[src/rtl/audio_pkg.sv]
// rtl/audio_pkg.sv - shared types and helpers for the audio moving-average filter
package audio_pkg;

   localparam int AUDIO_W      = 24;
   localparam int MAX_LOG2_N   = 8;
   localparam int MAX_CHANNELS = 8;

   typedef logic signed [AUDIO_W-1:0] sample_t;

   // Extract channel c from a packed frame; channel c sits at [c*AUDIO_W +: AUDIO_W].
   function automatic sample_t ch_slice(input logic [MAX_CHANNELS*AUDIO_W-1:0] bus,
                                        input int c);
      return bus[c*AUDIO_W +: AUDIO_W];
   endfunction

endpackage

[src/rtl/sample_ring.sv]
// rtl/sample_ring.sv - per-channel N-entry history ring with combinational read
module sample_ring
   import audio_pkg::*;
#(
   parameter int DATA_W = AUDIO_W,
   parameter int LOG2_N = 3
) (
   input  logic              clk,
   input  logic              we,
   input  logic [LOG2_N-1:0] addr,
   input  logic [DATA_W-1:0] wdata,
   output logic [DATA_W-1:0] rdata
);

   localparam int N = 1 << LOG2_N;

   // No reset on the storage: the parent's fill level masks stale entries.
   logic [DATA_W-1:0] mem [0:N-1];

   // Read and write share one address: the slot about to be overwritten is the oldest sample.
   assign rdata = mem[addr];

   // Store the new scaled sample in place of the oldest one.
   always_ff @(posedge clk) begin
      if (we) begin
         mem[addr] <= wdata;
      end
   end

endmodule

[src/rtl/audio_avg_filter.sv]
// rtl/audio_avg_filter.sv - multi-channel N-tap boxcar filter between codec read and write sides
//
// Codec hook-up in the enclosing design:
//   in_valid = read_ready, read = in_valid & in_ready,
//   in_data  = {readdata_right, readdata_left},
//   write    = out_valid & write_ready, out_ready = write_ready.
module audio_avg_filter
   import audio_pkg::*;
#(
   parameter int DATA_W   = AUDIO_W,
   parameter int LOG2_N   = 3,
   parameter int CHANNELS = 2
) (
   input  logic                       CLOCK_50,
   input  logic                       reset_n,
   input  logic                       clear,
   input  logic                       bypass,
   input  logic                       in_valid,
   output logic                       in_ready,
   input  logic [CHANNELS*DATA_W-1:0] in_data,
   output logic                       out_valid,
   input  logic                       out_ready,
   output logic [CHANNELS*DATA_W-1:0] out_data,
   output logic [LOG2_N:0]            fill_level
);

   localparam int             N        = 1 << LOG2_N;
   localparam logic [LOG2_N:0] FILL_MAX = (LOG2_N+1)'(N);

   logic              in_fire;
   logic              out_fire;
   logic              hist_upd;
   logic              hist_full;
   logic [LOG2_N-1:0] wr_ptr;

   // Next output frame, assembled channel by channel below.
   wire  [CHANNELS*DATA_W-1:0] frame_nxt;

   // A single output register stage: accept whenever it is empty or draining this cycle.
   assign in_ready  = !out_valid | out_ready;
   assign in_fire   = in_valid & in_ready;
   assign out_fire  = out_valid & out_ready;
   // Clear outranks a simultaneous frame, which is then dropped.
   assign hist_upd  = in_fire & !clear;
   assign hist_full = (fill_level == FILL_MAX);

   for (genvar c = 0; c < CHANNELS; c++) begin : g_ch
      logic signed [DATA_W-1:0] in_ch;
      logic signed [DATA_W-1:0] scaled;
      logic signed [DATA_W-1:0] ring_rd;
      logic signed [DATA_W-1:0] oldest;
      logic signed [DATA_W-1:0] acc_q;
      logic signed [DATA_W-1:0] acc_nxt;

      assign in_ch  = in_data[c*DATA_W +: DATA_W];
      // Pre-scaling each sample keeps the running sum inside DATA_W bits.
      assign scaled = in_ch >>> LOG2_N;
      // Until the window is full, the slot being overwritten holds no live sample.
      assign oldest = hist_full ? ring_rd : '0;
      assign acc_nxt = acc_q + scaled - oldest;

      assign frame_nxt[c*DATA_W +: DATA_W] = bypass ? in_ch : acc_nxt;

      sample_ring #(
         .DATA_W (DATA_W),
         .LOG2_N (LOG2_N)
      ) u_ring (
         .clk   (CLOCK_50),
         .we    (hist_upd),
         .addr  (wr_ptr),
         .wdata (scaled),
         .rdata (ring_rd)
      );

      // Running window sum; keeps tracking in bypass so leaving bypass is seamless.
      always_ff @(posedge CLOCK_50 or negedge reset_n) begin
         if (!reset_n) begin
            acc_q <= '0;
         end else if (clear) begin
            acc_q <= '0;
         end else if (in_fire) begin
            acc_q <= acc_nxt;
         end
      end
   end

   // Shared write pointer and saturating fill count for all channels.
   always_ff @(posedge CLOCK_50 or negedge reset_n) begin
      if (!reset_n) begin
         wr_ptr     <= '0;
         fill_level <= '0;
      end else if (clear) begin
         wr_ptr     <= '0;
         fill_level <= '0;
      end else if (in_fire) begin
         wr_ptr <= wr_ptr + 1'b1;
         if (!hist_full) begin
            fill_level <= fill_level + 1'b1;
         end
      end
   end

   // Output register: loads on an accepted frame, holds under backpressure; clear leaves it alone.
   always_ff @(posedge CLOCK_50 or negedge reset_n) begin
      if (!reset_n) begin
         out_valid <= 1'b0;
         out_data  <= '0;
      end else if (hist_upd) begin
         out_valid <= 1'b1;
         out_data  <= frame_nxt;
      end else if (out_fire) begin
         out_valid <= 1'b0;
      end
   end

endmodule
[config.mk]
export PLATFORM = sky130hd
export DESIGN_NAME = audio_avg_filter
export DESIGN_NICKNAME = d
export VERILOG_FILES = /design/src/rtl/audio_pkg.sv /design/src/rtl/sample_ring.sv /design/src/rtl/audio_avg_filter.sv
export SDC_FILE = /design/constraint.sdc
export NUM_CORES = 1
export LEC_CHECK = 0
export BUFFER_PORTS_ARGS = -buffer_cell sky130_fd_sc_hd__buf_2
export CAP_MARGIN = 25
export CORE_MARGIN = 3
export CORE_UTILIZATION = 50
export CTS_CLUSTER_SIZE = 12
export DETAILED_ROUTE_END_ITERATION = 10
export HOLD_SLACK_MARGIN = 0.02
export PLACE_DENSITY_LB_ADDON = 0.15
export SYNTH_ARGS = -nofsm -noshare
export SYNTH_HDL_FRONTEND = slang
export SYNTH_HIERARCHICAL = 1
export SYNTH_SLANG_ARGS = --single-unit
export TNS_END_PERCENT = 50
[constraint.sdc]
create_clock -name CLOCK_50 -period 4.4 [get_ports CLOCK_50]
set_clock_uncertainty 0.15 [all_clocks]
set_input_delay 0.88 -clock CLOCK_50 [delete_from_list [all_inputs] [get_ports CLOCK_50]]
set_output_delay 0.88 -clock CLOCK_50 [all_outputs]
set_load 0.1 [all_outputs]
== Yosys cells after proc, flatten, opt, wreduce, memory -nomap -nowiden ==
Memory sizes are Yosys's and may differ from the RTL's.
Cells that the tools add are included.

* Register bits: 104
* Memory bits (writable): 384
* Output and inout port bits: 54
* Memories kept: 2

* $add $sub $neg: 6
* Eq/ne operators: 2
* Muxes and demuxes: 17
* Bitwise operators: 4
* Reductions and logical operators: 5

{| class="wikitable"
|+ Memories
! name !! words !! width !! read ports !! clocked after memory_dff !! wr ports !! RTL line !! source
|-
| g_ch[0].u_ring.mem || 8 || 24 || 1 || 0 || 1 || sample_ring.sv:18 || <nowiki>logic [DATA_W-1:0] mem [0:N-1];</nowiki>
|-
| g_ch[1].u_ring.mem || 8 || 24 || 1 || 0 || 1 || sample_ring.sv:18 ||
|}

{| class="wikitable"
|+ Operators by type and width
! cell !! count
|-
| $mux 24 || 8
|-
| $add 24x21->24 || 2
|-
| $sub 24x24->24 || 2
|-
| $mux 4 || 3
|-
| $mux 3 || 2
|-
| $add 4x1->4 const B || 1
|-
| $eq 4x4->1 const B || 1
|-
| $mux 1 || 4
|-
| $reduce_bool 2->1 || 2
|-
| $add 3x1->3 const B || 1
|-
| $and 1x1->1 || 3
|-
| $logic_not 1->1 || 2
|-
| $ne 2x2->1 const B || 1
|-
| $reduce_and 2->1 || 1
|-
| $or 1x1->1 || 1
|}

== Depth between registers and ports, before layout ==
* Depth in word-level cells: 6
* Gate-level depth with buffers: 21

== Cells and area by module ==
Netlist, hierarchy kept.

{| class="wikitable"
|+ By module, submodules not included
! module !! times used !! cells an instance !! area an instance (um^2) !! seq. area each (um^2)
|-
| sample_ring || 2 || 319 || 7400.8 || 5765.5
|-
| audio_avg_filter || 1 || 1069 || 8670.8 || 2602.5
|}

== Worst setup path after synthesis ==
No wires, ideal clock.

* Kind: in2reg
* Start: input port out_ready
* End: memory g_ch[0].u_ring/mem[0][0] (netlist bit), enable pin
* Arrival: 4220 ps
* Path slack: -405 ps
* Cell stages on the path: 7
* Path buffers: 1
* Path through: nand2b_1 > and2_1 > nand2b_1 > inv_1 > buf_2 > nand2b_1 > nor3_1

* Word-level cells in the longest chain between the ends: 5

{| class="wikitable"
|+ Ends and longest elaborated chain
! element !! RTL line !! source
|-
| start, declared || audio_avg_filter.sv:22 || <nowiki>input logic out_ready,</nowiki>
|-
| $or 1x1->1 || audio_avg_filter.sv:40 || <nowiki>assign in_ready = !out_valid | out_ready;</nowiki>
|-
| $and 1x1->1 || audio_avg_filter.sv:41 || <nowiki>assign in_fire = in_valid & in_ready;</nowiki>
|-
| $and 1x1->1 || audio_avg_filter.sv:44 || <nowiki>assign hist_upd = in_fire & !clear;</nowiki>
|-
| via hist_upd || audio_avg_filter.sv:32 || <nowiki>logic hist_upd;</nowiki>
|-
| $mux 1 || sample_ring.sv:25 || <nowiki>if (we) begin</nowiki>
|-
| $mux 1 (not written as such) || sample_ring.sv:26 || <nowiki>mem[addr] <= wdata;</nowiki>
|-
| end, declared || sample_ring.sv:18 ||
|}

The timed path passes the listed nets, and every way through them passes these cells.

== Worst setup path after layout ==
* Start: register wr_ptr[0]
* End: register out_data[23]

* Word-level cells in the longest chain between the ends: 4

{| class="wikitable"
|+ Ends and longest elaborated chain
! element !! RTL line !! source
|-
| start, declared || audio_avg_filter.sv:34 || <nowiki>logic [LOG2_N-1:0] wr_ptr;</nowiki>
|-
| start signal, assigned || audio_avg_filter.sv:96 || <nowiki>wr_ptr <= wr_ptr + 1'b1;</nowiki>
|-
| $mem_v2 8x24 || - ||
|-
| via g_ch[0].ring_rd[20] || audio_avg_filter.sv:50 || <nowiki>logic signed [DATA_W-1:0] ring_rd;</nowiki>
|-
| $mux 24 || audio_avg_filter.sv:59 || <nowiki>assign oldest = hist_full ? ring_rd : '0;</nowiki>
|-
| $sub 24x24->24 || audio_avg_filter.sv:60 || <nowiki>assign acc_nxt = acc_q + scaled - oldest;</nowiki>
|-
| $mux 24 || audio_avg_filter.sv:62 || <nowiki>assign frame_nxt[c*DATA_W +: DATA_W] = bypass ? in_ch : acc_nxt;</nowiki>
|-
| end signal, assigned || audio_avg_filter.sv:110 || <nowiki>out_data <= frame_nxt;</nowiki>
|-
| end, declared || audio_avg_filter.sv:23 || <nowiki>output logic [CHANNELS*DATA_W-1:0] out_data,</nowiki>
|}

The timed path passes the listed nets, and every way through them passes these cells.
A chain may end at the register's enable or synchronous reset.

==> implementation parameters <==
Parameter                              Value

Clock network
  Clock Tree Root ... clkbuf_16
  Maximum level of the CTS H-tree ... 2
  Largest buffer count on any clock path ... 3
  Num Clock Sinks ... a little under 500
  CTS clock-pin slew for the worst setup and hold paths ... around 0.06 ns
  Clock tree from TritonCTS ... yes
  Insertion delay of the later-clocked pin in the worst-skew pair ... approximately 0.6 ns
  Hold buffers post-CTS ... 0
  Clock buffers created by TritonCTS ... between 50 and 60

Synthesis
  Proportion of netlist area held by the largest area contributor ... 49.1%
  Post-synthesis cell area ... about 0.023 sq mm
  Top post-synthesis cells by count ... 384 x edfxtp_1, 191 x inv_1, 134 x nand2_1
  Seq/Total Area, Yosys ... between 60% and 70%
  Cells after synthesis ... between 1,500 and 2,000
  Post-synthesis net count ... roughly 1,900
  Number of enable flip-flop cells after synthesis ... approximately 380
  Most numerous cell in the Yosys netlist ... edfxtp_1
  Primary flip-flop cell chosen by synthesis mapping ... edfxtp_1
  Async set-reset flop share out of synthesis ... a little over a fifth
  Count of cell types in the netlist ... 62
  Ys Warns ... 6
  Biggest area consumer among synthesized cells ... edfxtp_1
  Biggest area contributors in the synthesized netlist ... edfxtp_1 49%, dfrtp_1 11%, mux4_1 5.8%, fa_1 3.9%, inv_1 3.1%
  Synth Area per Inst ... 13.8 sq um
  Total of flip-flops plus latches after synthesis ... ~500

Global routing
  Overall track demand over capacity in global routing ... 24.7%
  Largest net degree at the start of global routing ... 86
  Vias in the first global route ... approximately 16,000
  Initial antenna violation count ... 1
  GRT overflow ... 0
  Global-route wire length before repair ... just over 90,000 microns

Placed design
  Post-place setup slack ... -0.607 ns
  Detailed-placement wirelength estimate ... just under 40,000 microns
  Inst Count DP ... 2,543
  Weighted congestion at the end of routability-driven global placement ... approximately 0.87
  IO Port Bufs ... 107

Power and ir drop
  Int Power ... roughly 0.011 W
  Logic pwr share ... between 40 and 50%
  Proportion of total power due to net switching ... 38.8%
  Part of the total power dissipated in sequential elements ... 30.1%
  Power, Total ... between 0.015 and 0.02 W
  Max VDD drop ... ~970 uV
  Ratio of total power to cell area ... 631 mW/mm^2
  Total leakage power ... roughly 11 nW
  Clk network pwr share ... roughly 22%
  P_sw ... ~0.0073 W

Timing
  Top achievable clock speed ... 223 MHz
  Number of hold-slack violations in the final timing report ... 0
  Final worst-path cycle share ... 102%
  Slew of the pin with the lowest slew margin ... between 0.9 and 1 ns
  Max-slew headroom at the worst pin ... roughly a third
  Final critical delay including setup and external delays ... roughly 4.5 ns
  Final setup margin ... -0.0821 ns
  Setup repair after global routing missed its margin ... yes
  Number of max-slew violations in the final report ... 0
  Setup violations, final ... 14

Routing
  Detailed-route via count ... 15,000
  Via-per-instance ratio ... around 5.6
  Count of routing violations after the opening detailed-route iteration ... between 1,000 and 1,500
  Mean routed wirelength per cell ... between 20 and 25 microns
  Number of routed nets with antenna violations ... 0
  Remaining DRCs ... 0
  First-pass DRT Iterations ... 5
  Overall routed net length ... approximately 62,000 microns

Setup path
  Worst Path Class, Setup ... reg2reg
  Data required time of the worst path ... approximately 4.7 ns
  Cells along the critical path ... buf_12 -> buf_12 -> buf_12 -> buf_12 -> mux4_1 -> mux2_2 -> and2_1 -> fa_1 -> inv_1 -> ha_4 -> and3_4 -> nand3_2 -> a2111oi_4 -> o22ai_2 -> xnor2_2 -> a221o_1
  Max FO, Critical Path ... 6
  Critical path's most frequent cell ... buf_12
  Startpoint Class ... register
  Signal arrival time at the worst endpoint ... 4.80 ns
  Critical-path top delay cell ... mux4_1
  Max incr delay on CP ... between 0.5 and 0.6 ns
  Type of destination of the critical path ... register

Floorplan
  Starting density of the core ... between 50% and 60%
  Row Count ... between 70 and 80
  Number of primary I/O pins ... 108
  X dimension of the die ... 223 microns
  Total die area ... about 0.05 sq mm
  Die Height ... approximately 220 microns
  Placeable Area ... between 0.04 and 0.05 sq mm

Layout
  Utilization after layout ... 64.5%
  Number of diodes added for antenna fixing ... 0
  Final #Nets ... 2,189
  Layout-stage area growth over the synthesis result ... 26.0%
  Number of standard cells in the final layout excluding fillers ... roughly 2,700
  Proportion of layout cells with a drive suffix above 1 ... roughly a third

Run status
  Violated checks ... setup timing
  Result of the run ... finished, violations left

Run
  Reported max-cap violation count ... 0

Min path
  Worst min-delay path class ... in2async
[cell type report]
type	count	area (sq um)
fillers	3356	16300
clock buffers	77	1470
flip-flops and latches	488	14100
multi-input cells	952	9490
clock inverters	19	125
repair buffers	353	2870
well taps	600	751
inverters	191	717
[worst max-delay path, delay by kind of cell, from the launching register on]
kind / cells / cell delay, ns
multiplexers: 2 / 0.84
AO/OA/AOI/OAI: 3 / 0.82
adder cells (fa/ha/maj): 2 / 0.77
buffers and inverters: 5 / 0.66
AND/OR/NAND/NOR: 3 / 0.51
flip-flops: 1 / 0.42
XOR/XNOR: 1 / 0.18
[metal layers]
| layer | routed length, microns | track usage (%) |
|---|---|---|
| met1 | 27700 | 36.5 |
| met2 | 28700 | 38.6 |
| met3 | 3840 | 4.31 |
| met4 | 1430 | 6.19 |
| met5 | 9 | 0 |
[cells by family (layout without fill, tap and decap cells)]
family	count (synthesis)	after routing	share of synthesized area, %
muxes	167	167	12.2
DFF	488	488	60.2
buffers and inverters	267	640	4.71
and+or+nand+nor	355	355	6.94
xor gates and xnor gates	54	54	2.01
AOI/OAI and AO/OA	279	279	7.24
adders and majority gates	97	97	6.64
[sequential cells by signal, indices dropped and copies added, names as in the netlist]
name,count
g_ch.u_ring/mem,384
g_ch.acc_q,48
wr_ptr,3
out_valid,1
out_data,48
fill_level,4
[per-stage QoR]
| stage | hold slack, ns | setup TNS [ns] | area [sq um] |
|---|---|---|---|
| final | 0.215 | -0.337 | 29600 |
| after global routing | 0.249 | -6.08 | 29600 |
| after detailed placement | 0.317 | -11.35 | 26200 |
| after floorplan | 0.330 | -9.98 | 23500 |
| after CTS | 0.239 | -0.995 | 28900 |
| after global placement | 0.308 | -7.71 | 26200 |
[layout by cell type, fill, tap and decap left out, drive strengths merged, types with 10 or more instances in the layout]
| cell type | n |
|---|---|
| clkbuf | 77 |
| o21ai | 78 |
| nand2 | 135 |
| dfrtp | 104 |
| and3 | 13 |
| mux2i | 46 |
| o22ai | 11 |
| nand2b | 11 |
| ha | 51 |
| xnor2 | 38 |
| xor2 | 16 |
| mux4 | 76 |
| buf | 353 |
| and2 | 49 |
| edfxtp | 384 |
| inv | 194 |
| nor2 | 96 |
| nor3 | 10 |
| a21oi | 107 |
| clkinv | 15 |
| a21o | 11 |
| nand3 | 12 |
| fa | 46 |
| mux2 | 45 |
| a211oi | 18 |
[final timing paths]
check	from	endpoint	slack (ns)	cells past startpoint
hold reg to reg	out_data[2]	out_data[2]	0.33	2
setup / recovery	wr_ptr[0]	out_data[23]	-0.08	16
hold / removal	reset_n	fill_level[0]	0.21	1
max in group asynchronous	reset_n	g_ch[0].acc_q[15]	3.10	2
setup reg to reg	wr_ptr[0]	out_data[23]	-0.08	16
min in group CLOCK_50	out_data[2]	out_data[2]	0.33	2
[timing repair]
action                                  4_1_cts  5_1_grt
buffers inserted                             24       23
endpoints found under the setup margin       55       61
resized for setup                           160      153
pin swaps                                    61       62
gates cloned                                  4        0
[power groups by stage]
stage	Sequential [W]	Clock [W]	Combinational, W
4_1_cts	0.00563	0.00421	0.00800
3_5_place_dp	0.00572	0	0.00705
2_1_floorplan	0.00703	0	0.00329
6_report	0.00563	0.00413	0.00891
5_1_grt	0.00566	0.00442	0.00954
3_3_place_gp	0.00571	0	0.00698
Note: power is estimated with default switching activity, not from simulation.
